`src/rtl/aes_pkg.sv`:
```
// Shared AES front-end definitions: key-size modes, block size and loader states.
package aes_pkg;

    localparam logic [1:0] MODE_128     = 2'b00;
    localparam logic [1:0] MODE_192     = 2'b01;
    localparam logic [1:0] MODE_256     = 2'b10;
    localparam logic [1:0] MODE_ILLEGAL = 2'b11;

    localparam int unsigned BLOCK_BYTES = 16;
    localparam int unsigned MAX_KEY_BYTES = 32;

    typedef enum logic [2:0] {
        IDLE      = 3'd0,
        LOAD_KEY  = 3'd1,
        LOAD_TEXT = 3'd2,
        FULL      = 3'd3,
        ERR       = 3'd4
    } loaderState_e;

    // Number of key bytes carried in a frame for the given key-size mode.
    function automatic logic [5:0] key_bytes(input logic [1:0] mode);
        case (mode)
            MODE_192: return 6'd24;
            MODE_256: return 6'd32;
            default:  return 6'd16;
        endcase
    endfunction

endpackage

```
`src/rtl/aes_block_loader.sv`:
```
// Byte-serial loader: assembles key + plaintext frame into wide AES buses.
// Optional macro AES_LOADER_LASTCHK_EN enables in_last framing checks.
module aes_block_loader
    import aes_pkg::*;
(
    input  logic           clk,
    input  logic           reset,
    input  logic [1:0]     modeSelector,
    input  logic           in_valid,
    input  logic [7:0]     in_byte,
    input  logic           in_last,
    output logic           in_ready,
    output logic [0:255]   key_out,
    output logic [0:127]   block_out,
    output logic [1:0]     mode_out,
    output logic           out_valid,
    input  logic           out_ack,
    output logic           err
);

    loaderState_e state;
    logic [5:0]   byteCnt;

    logic         accept;
    logic [5:0]   keyLen;
    logic [5:0]   frameLast;
    logic [3:0]   textIdx;
    logic         isLast;
    logic         lastBad;

    // Frame geometry for the latched mode and in_last consistency check.
    always_comb begin
        accept    = in_valid && in_ready;
        keyLen    = key_bytes(mode_out);
        frameLast = keyLen + 6'(BLOCK_BYTES - 1);
        textIdx   = 4'(byteCnt - keyLen);
        isLast    = (state == LOAD_TEXT) && (byteCnt == frameLast);
`ifdef AES_LOADER_LASTCHK_EN
        lastBad   = (in_last != isLast);
`else
        lastBad   = in_last & 1'b0;
`endif
    end

    // Loader FSM with registered handshake outputs and byte-lane writes.
    always_ff @(posedge clk) begin
        if (reset) begin
            state     <= IDLE;
            byteCnt   <= 6'd0;
            in_ready  <= 1'b0;
            out_valid <= 1'b0;
            err       <= 1'b0;
            key_out   <= '0;
            block_out <= '0;
            mode_out  <= MODE_128;
        end else begin
            case (state)
                IDLE: begin
                    in_ready <= 1'b1;
                    if (accept) begin
                        if (modeSelector == MODE_ILLEGAL || lastBad) begin
                            state    <= ERR;
                            err      <= 1'b1;
                            in_ready <= 1'b0;
                        end else begin
                            mode_out <= modeSelector;
                            key_out  <= {in_byte, 248'd0};
                            byteCnt  <= 6'd1;
                            state    <= LOAD_KEY;
                        end
                    end
                end

                LOAD_KEY: begin
                    if (accept) begin
                        if (lastBad) begin
                            state    <= ERR;
                            err      <= 1'b1;
                            in_ready <= 1'b0;
                        end else begin
                            key_out[{byteCnt[4:0], 3'b000} +: 8] <= in_byte;
                            byteCnt <= byteCnt + 6'd1;
                            if (byteCnt == keyLen - 6'd1) begin
                                state <= LOAD_TEXT;
                            end
                        end
                    end
                end

                LOAD_TEXT: begin
                    if (accept) begin
                        if (lastBad) begin
                            state    <= ERR;
                            err      <= 1'b1;
                            in_ready <= 1'b0;
                        end else begin
                            block_out[{textIdx, 3'b000} +: 8] <= in_byte;
                            if (isLast) begin
                                state     <= FULL;
                                in_ready  <= 1'b0;
                                out_valid <= 1'b1;
                            end else begin
                                byteCnt <= byteCnt + 6'd1;
                            end
                        end
                    end
                end

                FULL: begin
                    if (out_ack) begin
                        state     <= IDLE;
                        out_valid <= 1'b0;
                        in_ready  <= 1'b1;
                        byteCnt   <= 6'd0;
                    end
                end

                ERR: begin
                    err       <= 1'b1;
                    in_ready  <= 1'b0;
                    out_valid <= 1'b0;
                end

                default: begin
                    state     <= ERR;
                    err       <= 1'b1;
                    in_ready  <= 1'b0;
                    out_valid <= 1'b0;
                end
            endcase
        end
    end

endmodule

```
`config.mk`:
```
export PLATFORM = sky130hd
export DESIGN_NAME = aes_block_loader
export DESIGN_NICKNAME = d
export VERILOG_FILES = /design/src/rtl/aes_pkg.sv /design/src/rtl/aes_block_loader.sv
export SDC_FILE = /design/constraint.sdc
export NUM_CORES = 1
export LEC_CHECK = 0
export BUFFER_PORTS_ARGS = -buffer_cell sky130_fd_sc_hd__buf_2
export CORE_MARGIN = 4
export CORE_UTILIZATION = 55
export DETAILED_ROUTE_END_ITERATION = 10
export PLACE_DENSITY_LB_ADDON = 0.2
export SLEW_MARGIN = 20
export SYNTH_ARGS = -nofsm -noshare
export SYNTH_HDL_FRONTEND = slang
export SYNTH_SLANG_ARGS = --single-unit
```
`constraint.sdc`:
```
create_clock -name clk -period 4.5 [get_ports clk]
set_clock_uncertainty 0.15 [all_clocks]
set_input_delay 1.125 -clock clk [delete_from_list [all_inputs] [get_ports clk]]
set_output_delay 1.125 -clock clk [all_outputs]
set_load 0.005 [all_outputs]
```
==> run metrics, run 1 <==
outcome=complete, no violations; Post-Synth Adder-Cell Area=0.740%; Rows=60; Syn-to-layout area delta=23.4%; H-Tree Depth=2; Die Height=174 um; sequential share of power=47.6%; Peak VDD IR=258 uV; post-route cell area=18800 sq um; Synth Area in Compound Gates=between 10% and 20%; fmax=0.305 GHz; Slew Viols, Final=0; TritonCTS Sinks=~400; fill count=between 2000 and 2500; Pre-Repair DR Iteration Count=6; clock-pin slew on the worst setup and hold paths=0.06 ns; layout cells sized above 1=24.4%; Psw=1.81 mW; Sequential Area=7970 sq um; Hold WC Path Type=reg2reg; via count=14751; RSZ-0062 raised after global routing=no; area post-placement=17400 sq um; Worst Setup Start Kind=flop; WS Path Type=reg2reg; Seq/Total Area, Yosys=a little over half; final setup fails=0; largest net degree at the start of global routing=119; syn_area_per_cell=~8.8 sq um; Setup crit start=state[0]$_SDFFE_PP0P_; Logic pwr share=5.9%; full die area=about 30000 sq um; post-route ant nets=0; Post-CTS Setup Bufs=0; setup_tns=0 ns; final WL=51000 um; Max Cap Violations=0; Root Buffer=clkbuf_16; XOR/XNOR share of the synthesized area=0.353%; Synth Flop Type=dfxtp_1; vias per cell=5.97; Final Cycle Share=72.8%; post-synthesis mux area share=2.31%; netlist area before placement=15200 sq um; #FFs+latches synth=398; required time of the worst setup path=4.80 ns; Post-synth EDFFs=0; Die W=~170 um; Initial Util=56.2%; crit-path max FO=26; Critical R2R Launch=state[0]$_SDFFE_PP0P_; post-cts resize count=0; gpl congestion=0.930; 1st-iter DRT viols=~1600; arrival time at the worst endpoint=3.58 ns; area of the multi-input gates=between 6000 and 7000 sq um; IO buf count=402; synth top area cells=dfxtp_1 52%, a22oi_1 11%, nor2_1 9.1%; Slew @ Worst Pin=around 1.1 ns; asr flop ratio synth=0%; wire length per cell=20.6 um; total CTS buffers=just over 40; switching part of the total=between 20% and 30%; min Tclk post-route=around 3.3 ns; hold-fix buffer count after cts=0; top cell type's share of synthesized area=a little over half; Worst setup EP type=flop; largest area contributor in the netlist=dfxtp_1; CTS Buffer Depth=3; first-pass GRT wire length=78100 um; Leak=8.31 nW; Power per Cell Area=roughly 400 nW/um^2; DRC viols=0; DP HPWL=around 35000 um; final hold vios=0; # IOs=between 400 and 500; clk_lat worst skew=0.53 ns; CTS tree=yes; Slew headroom=26.0%; nets=2089; Core ar.=27100 sq um; GRT Resource Usage Total=between 30% and 40%; main combinational cell family by area after synthesis=simple AND/OR/NAND/NOR gates; initial antenna violation count=5; vias in the first global route=around 14000; simple-gate area share of the yosys netlist=21.9%; cells after synthesis=1735; Ys Warns=0; Hold Crit Start=block_out[103]$_SDFFE_PP0P_; Power Internal=5.68 mW; Post-Syn Nets=1759; Unique masters post-synth=between 50 and 60; clock share of power=around 47%; Congestion Overflow GR=0
-- cell usage in the layout (no fill, tap or decap), types with 6 or more instances in the layout --
| cell type | instances |
|---|---|
| buf_2 | 401 |
| dfxtp_1 | 397 |
| nor2_1 | 367 |
| a22oi_1 | 216 |
| nand2_1 | 123 |
| a21oi_1 | 114 |
| nand3_1 | 85 |
| and3_1 | 46 |
| clkbuf_16 | 43 |
| and2_1 | 42 |
| mux2i_1 | 34 |
| a32oi_1 | 33 |
| o21ai_1 | 19 |
| nor3_1 | 16 |
| buf_4 | 16 |
| a21o_1 | 11 |
| ha_1 | 9 |
| inv_1 | 7 |
| nor2b_1 | 7 |
| clkinv_2 | 6 |
| clkinvlp_4 | 6 |
-- cell families after synthesis --
| family | after synthesis |
|---|---|
| buffers and inverters | 141 |
| AOI/OAI and AO/OA | 414 |
| adders and majority gates | 9 |
| muxes | 35 |
| and+or+nand+nor | 734 |
| DFF | 398 |
| xor gates and xnor gates | 4 |
-- flip-flops by register name, summed over array words and instances (netlist names) --
| register | count |
|---|---|
| mode_out | 2 |
| key_out | 256 |
| block_out | 128 |
| byteCnt | 6 |
| in_ready | 1 |
| state | 3 |
| out_valid | 1 |
| err | 1 |
-- per-stage QoR --
stage                     std cells  util (%)  worst slack [ns]  total power [mW]  hold slack, ns
after floorplan                1735         -              1.64              3.92           0.298
after global placement         2394      64.2              1.13              4.06           0.291
after detailed placement       2394      64.2              1.11              4.06           0.293
after CTS                      2467      69.3              1.13              7.49           0.302
after global routing           2471      69.3              1.07              7.68           0.323
final                          2471      69.3              1.22              7.48           0.303
-- power by group through the flow --
stage	Combinational, mW	Clock (mW)	Sequential (mW)
final	0.440	3.48	3.56
after global routing	0.466	3.66	3.56
after CTS	0.428	3.51	3.56
after detailed placement	0.427	0	3.64
after global placement	0.421	0	3.64
after floorplan	0.294	0	3.62
-- critical path, cell delays in order, from the launching register on --
cell and delay, ns:
dfxtp_1 0.61, or3b_1 0.69, nor2_2 0.82, buf_4 0.38
and2_1 0.26, a22oi_1 0.12, nor2_1 0.15
-- cells in the mapped netlist (all sizes together), types with 5 or more instances --
library cell	count
nor2b	7
o21ai	24
buf	21
nor3	22
ha	9
nand3	85
and3	46
mux2i	34
nand2b	5
a22oi	216
clkbuf	113
nor2	368
nand2	123
a32oi	33
dfxtp	398
a21oi	114
nor4	5
inv	7
and2	43
a21o	11
-- final cells by class --
| cell class | count | share of cell area, % |
|---|---|---|
| Clock buffer | 51 | 6.05 |
| Sequential cell | 398 | 42.4 |
| Inverter | 7 | 0.140 |
| Antenna cell | 4 | 0.0533 |
| Tap cell | 372 | 2.48 |
| Clock inverter | 22 | 1.32 |
| Timing Repair Buffer | 421 | 11.7 |
| Multi-Input combinational cell | 1196 | 35.8 |
-- per-layer routing --
metal | global-route usage [%] | up-vias | share of wire, %
met3 | 7.85 | 149 | 10
met1 | 42.7 | 6985 | 41
met2 | 48.6 | 820 | 44
met4 | 13.1 | 0 | 4.4
met5 | 0 | - | 0
li1 | - | 6797 | -
-- worst paths after layout --
check,end,slack (ns),cells past startpoint
worst min register to register,block_out[103]$_SDFFE_PP0P_,0.30,2
worst max-delay path,key_out[208]$_SDFFE_PP0P_,1.22,6
worst min-delay path,block_out[103]$_SDFFE_PP0P_,0.30,2
worst max register to register,key_out[208]$_SDFFE_PP0P_,1.22,6
(Power assumes the default switching activity.)
==> run 2, diff against run 1 <==
ABC_AREA = 1   (was not set)
CORE_UTILIZATION = 48   (was 55)
clock period = 2.9 ns   (was 4.5 ns; I/O delays follow)
==> run 2 against run 1 <==
Setup slack lost 0.95 ns. Die area is 17% higher. Largest cell class unchanged. Combinational power grew to 6.2 times the previous value. Global-route usage decreased by 2.2 points. Wire length up 7.4%. Non-clock buffer count rose by 8. Highest routed layer unchanged. Synthesized cell count is 19% higher. Final area rose by 3.7%. Power is 85% higher. Critical endpoint is now key_out[22]$_SDFFE_PP0P_.
==> run metrics, run 2 <==
outcome=complete, no violations (unchanged); H-Tree Depth=2 (unchanged); gpl congestion=0.900 (was 0.930); Place WS=0.324 ns (was 1.11 ns); Leak=8.46 nW (was 8.31 nW); Post-CTS Setup Bufs=0 (unchanged); Slew @ Worst Pin=0.685 ns (was 1.10 ns); netlist area before placement=15700 sq um (was 15200 sq um); global-route layer with the greatest usage=met2 (unchanged); setup_tns=0 ns (unchanged); Max Cap Violations=0 (unchanged); final WL=54700 um (was 51000 um); most frequent cells in the layout=583 x nand2_1, 401 x buf_2, 397 x dfxtp_1 (was 401 x buf_2, 397 x dfxtp_1, 367 x nor2_1); layout cells sized above 1=23.5% (was 24.4%); wire length per cell=18.7 um (was 20.6 um); cells after synthesis=2069 (was 1735); Worst setup EP type=flop (unchanged); fmax=0.381 GHz (was 0.305 GHz); Synth Flop Type=dfxtp_1 (unchanged); clk_lat worst skew=0.53 ns (about the same); Rows=65 (was 60); first-pass GRT wire length=83600 um (was 78100 um); Unique masters post-synth=35 (was 53); vias per cell=5.35 (was 5.97); RSZ-0062 raised after global routing=no (unchanged); met3 Use GR=6.60% (was 7.85%); Hold Crit Start=block_out[71]$_SDFFE_PP0P_ (was block_out[103]$_SDFFE_PP0P_); top cell type's share of synthesized area=50.8% (was 52.3%); Biggest register=key_out (unchanged); post-route ant nets=0 (unchanged); Critical R2R Launch=byteCnt[0]$_SDFFE_PP0P_ (was state[0]$_SDFFE_PP0P_); final non-filler cell total=2921 (was 2471); most frequent cell after synthesis=nand2_1 (was dfxtp_1); Slew Viols, Final=0 (unchanged); synth top area cells=dfxtp_1 51%, nand2_1 14%, a21oi_1 10% (was dfxtp_1 52%, a22oi_1 11%, nor2_1 9.1%); full die area=35600 sq um (was 30400 sq um); # IOs=404 (unchanged); most common cell after layout, fill and taps aside=nand2_1 (was buf_2); total CTS buffers=41 (unchanged); Die Height=189 um (was 174 um); worst hold margin=0.300 ns (was 0.303 ns); Post-Syn Nets=2093 (was 1759); Placed Instances=2844 (was 2394); min Tclk post-route=2.63 ns (was 3.28 ns); Pre-Repair DR Iteration Count=5 (was 6); DP HPWL=40000 um (was 34900 um); fill count=2918 (was 2175); largest net degree at the start of global routing=111 (was 119); clock-pin slew on the worst setup and hold paths=0.06 ns (about the same); asr flop ratio synth=0% (unchanged); arrival time at the worst endpoint=2.93 ns (was 3.58 ns); GRT Resource Usage Total=29.3% (was 31.6%); Worst Setup Start Kind=flop (unchanged); TritonCTS Sinks=398 (unchanged); DRC viols=0 (unchanged); top flop regs=key_out (256), block_out (128), byteCnt (6) (unchanged); Seq/Total Area, Yosys=50.8% (was 52.3%); nets=2476 (was 2089); Congestion Overflow GR=0 (unchanged); final setup fails=0 (unchanged); Slew headroom=54.0% (was 26.0%); M2 GR Usage=47.2% (was 48.6%); WS Path Type=reg2reg (unchanged); vias in the first global route=14709 (was 13763); crit-path max FO=18 (was 26); Final Cycle Share=90.6% (was 72.8%); Power per Cell Area=710 nW/um^2 (was 398 nW/um^2); IO buf count=402 (unchanged); Die W=189 um (was 174 um); CTS Buffer Depth=3 (unchanged); Initial Util=49.2% (was 56.2%); Post-synth EDFFs=0 (unchanged); 1st-iter DRT viols=1271 (was 1561); max FFs per register=256 (unchanged); syn_area_per_cell=7.58 sq um (was 8.78 sq um); CTS tree=yes (unchanged); Peak VDD IR=373 uV (was 258 uV); hold-fix buffer count after cts=0 (unchanged); fin util=61.1% (was 69.3%); Hold WC Path Type=reg2reg (unchanged); largest area contributor in the netlist=dfxtp_1 (unchanged); Core ar.=31900 sq um (was 27100 sq um); post-cts resize count=0 (unchanged); Setup crit start=byteCnt[0]$_SDFFE_PP0P_ (was state[0]$_SDFFE_PP0P_); final hold vios=0 (unchanged); final worst slack=0.274 ns (was 1.22 ns); top post-synthesis cells by count=583 x nand2_1, 398 x dfxtp_1, 319 x a21oi_1, 232 x nor2_1, 142 x o21ai_0 (was 398 x dfxtp_1, 368 x nor2_1, 216 x a22oi_1, 123 x nand2_1, 114 x a21oi_1); initial antenna violation count=3 (was 5); Root Buffer=clkbuf_16 (unchanged); Ys Warns=0 (unchanged); #FFs+latches synth=398 (unchanged); M1 GR Usage=38.8% (was 42.7%); Syn-to-layout area delta=24.2% (was 23.4%); required time of the worst setup path=3.21 ns (was 4.80 ns); via count=15630 (was 14751)
==> run 2: cell types whose count changed after synthesis, sizes merged, moves of 21 or more <==
cell,before,now
nand2,123,592
a22oi,216,0
a21oi,114,320
o21ai,24,171
nor2,368,246
inv,7,92
clkbuf,113,56
and3,46,0
and2,43,0
mux2i,34,0
a32oi,33,0
clkinv,0,21
==> run 2: cells by family (layout without fill, tap and decap cells) <==
group | after synthesis | in the layout | synth area share (%)
adders and majority gates | 9 | 9 | 0.718
buffers and inverters | 202 | 616 | 5.47
and+or+nand+nor | 960 | 960 | 26.1
AOI/OAI and AO/OA | 499 | 499 | 16.8
xor gates and xnor gates | 1 | 1 | 0.0559
other | 0 | 3 | 0
DFF | 398 | 398 | 50.8
==> run 2: stage by stage <==
| stage | area, sq um | total power, mW |
|---|---|---|
| CTS | 19500 | 13.8 |
| global placement | 18100 | 8.45 |
| detailed placement | 18100 | 8.48 |
| floorplan | 15700 | 7.64 |
| global route | 19500 | 14.4 |
| finish | 19500 | 13.8 |
==> run 2: power breakdown <==
group          switching [mW]  leakage, nW  internal (mW)  total (mW)
combinational            2.12         4.57          0.606        2.73
clock                    2.17        0.687           3.24        5.41
sequential              0.110         3.21           5.58        5.69
==> run 2: final cells by class <==
type / instances / area (sq um) / area share [%]
Sequential cell: 398 / 7970 / 40.9
Inverter: 113 / 427 / 2.19
Multi-Input combinational cell: 1469 / 6860 / 35.2
Clock buffer: 62 / 1250 / 6.40
Clock inverter: 12 / 145 / 0.745
Timing Repair Buffer: 429 / 2280 / 11.7
Antenna cell: 3 / 7.51 / 0.0385
Tap cell: 435 / 544 / 2.79
==> run 2: metal layers <==
layer | up-vias | wire length, um
li1 | 7501 | -
met3 | 133 | 4980
met1 | 7255 | 22700
met4 | 0 | 2100
met5 | - | 0
met2 | 741 | 24900
==> run 2: path summary, 6_finish.rpt <==
kind | end | slack (ns) | cells after the start
max | key_out[22]$_SDFFE_PP0P_ | 0.27 | 10
min | block_out[71]$_SDFFE_PP0P_ | 0.30 | 2
max reg2reg | key_out[22]$_SDFFE_PP0P_ | 0.27 | 10
min reg2reg | block_out[71]$_SDFFE_PP0P_ | 0.30 | 2
==> run 2: critical path, stage by stage, from the launching register on <==
cell and delay, ns:
dfxtp_1 0.44, clkinv_1 0.17, buf_4 0.22, ha_1 0.23, nand2_1 0.32, inv_1 0.21
nand3_1 0.14, inv_2 0.10, o21ai_2 0.32, nand2_1 0.10, a21oi_1 0.14
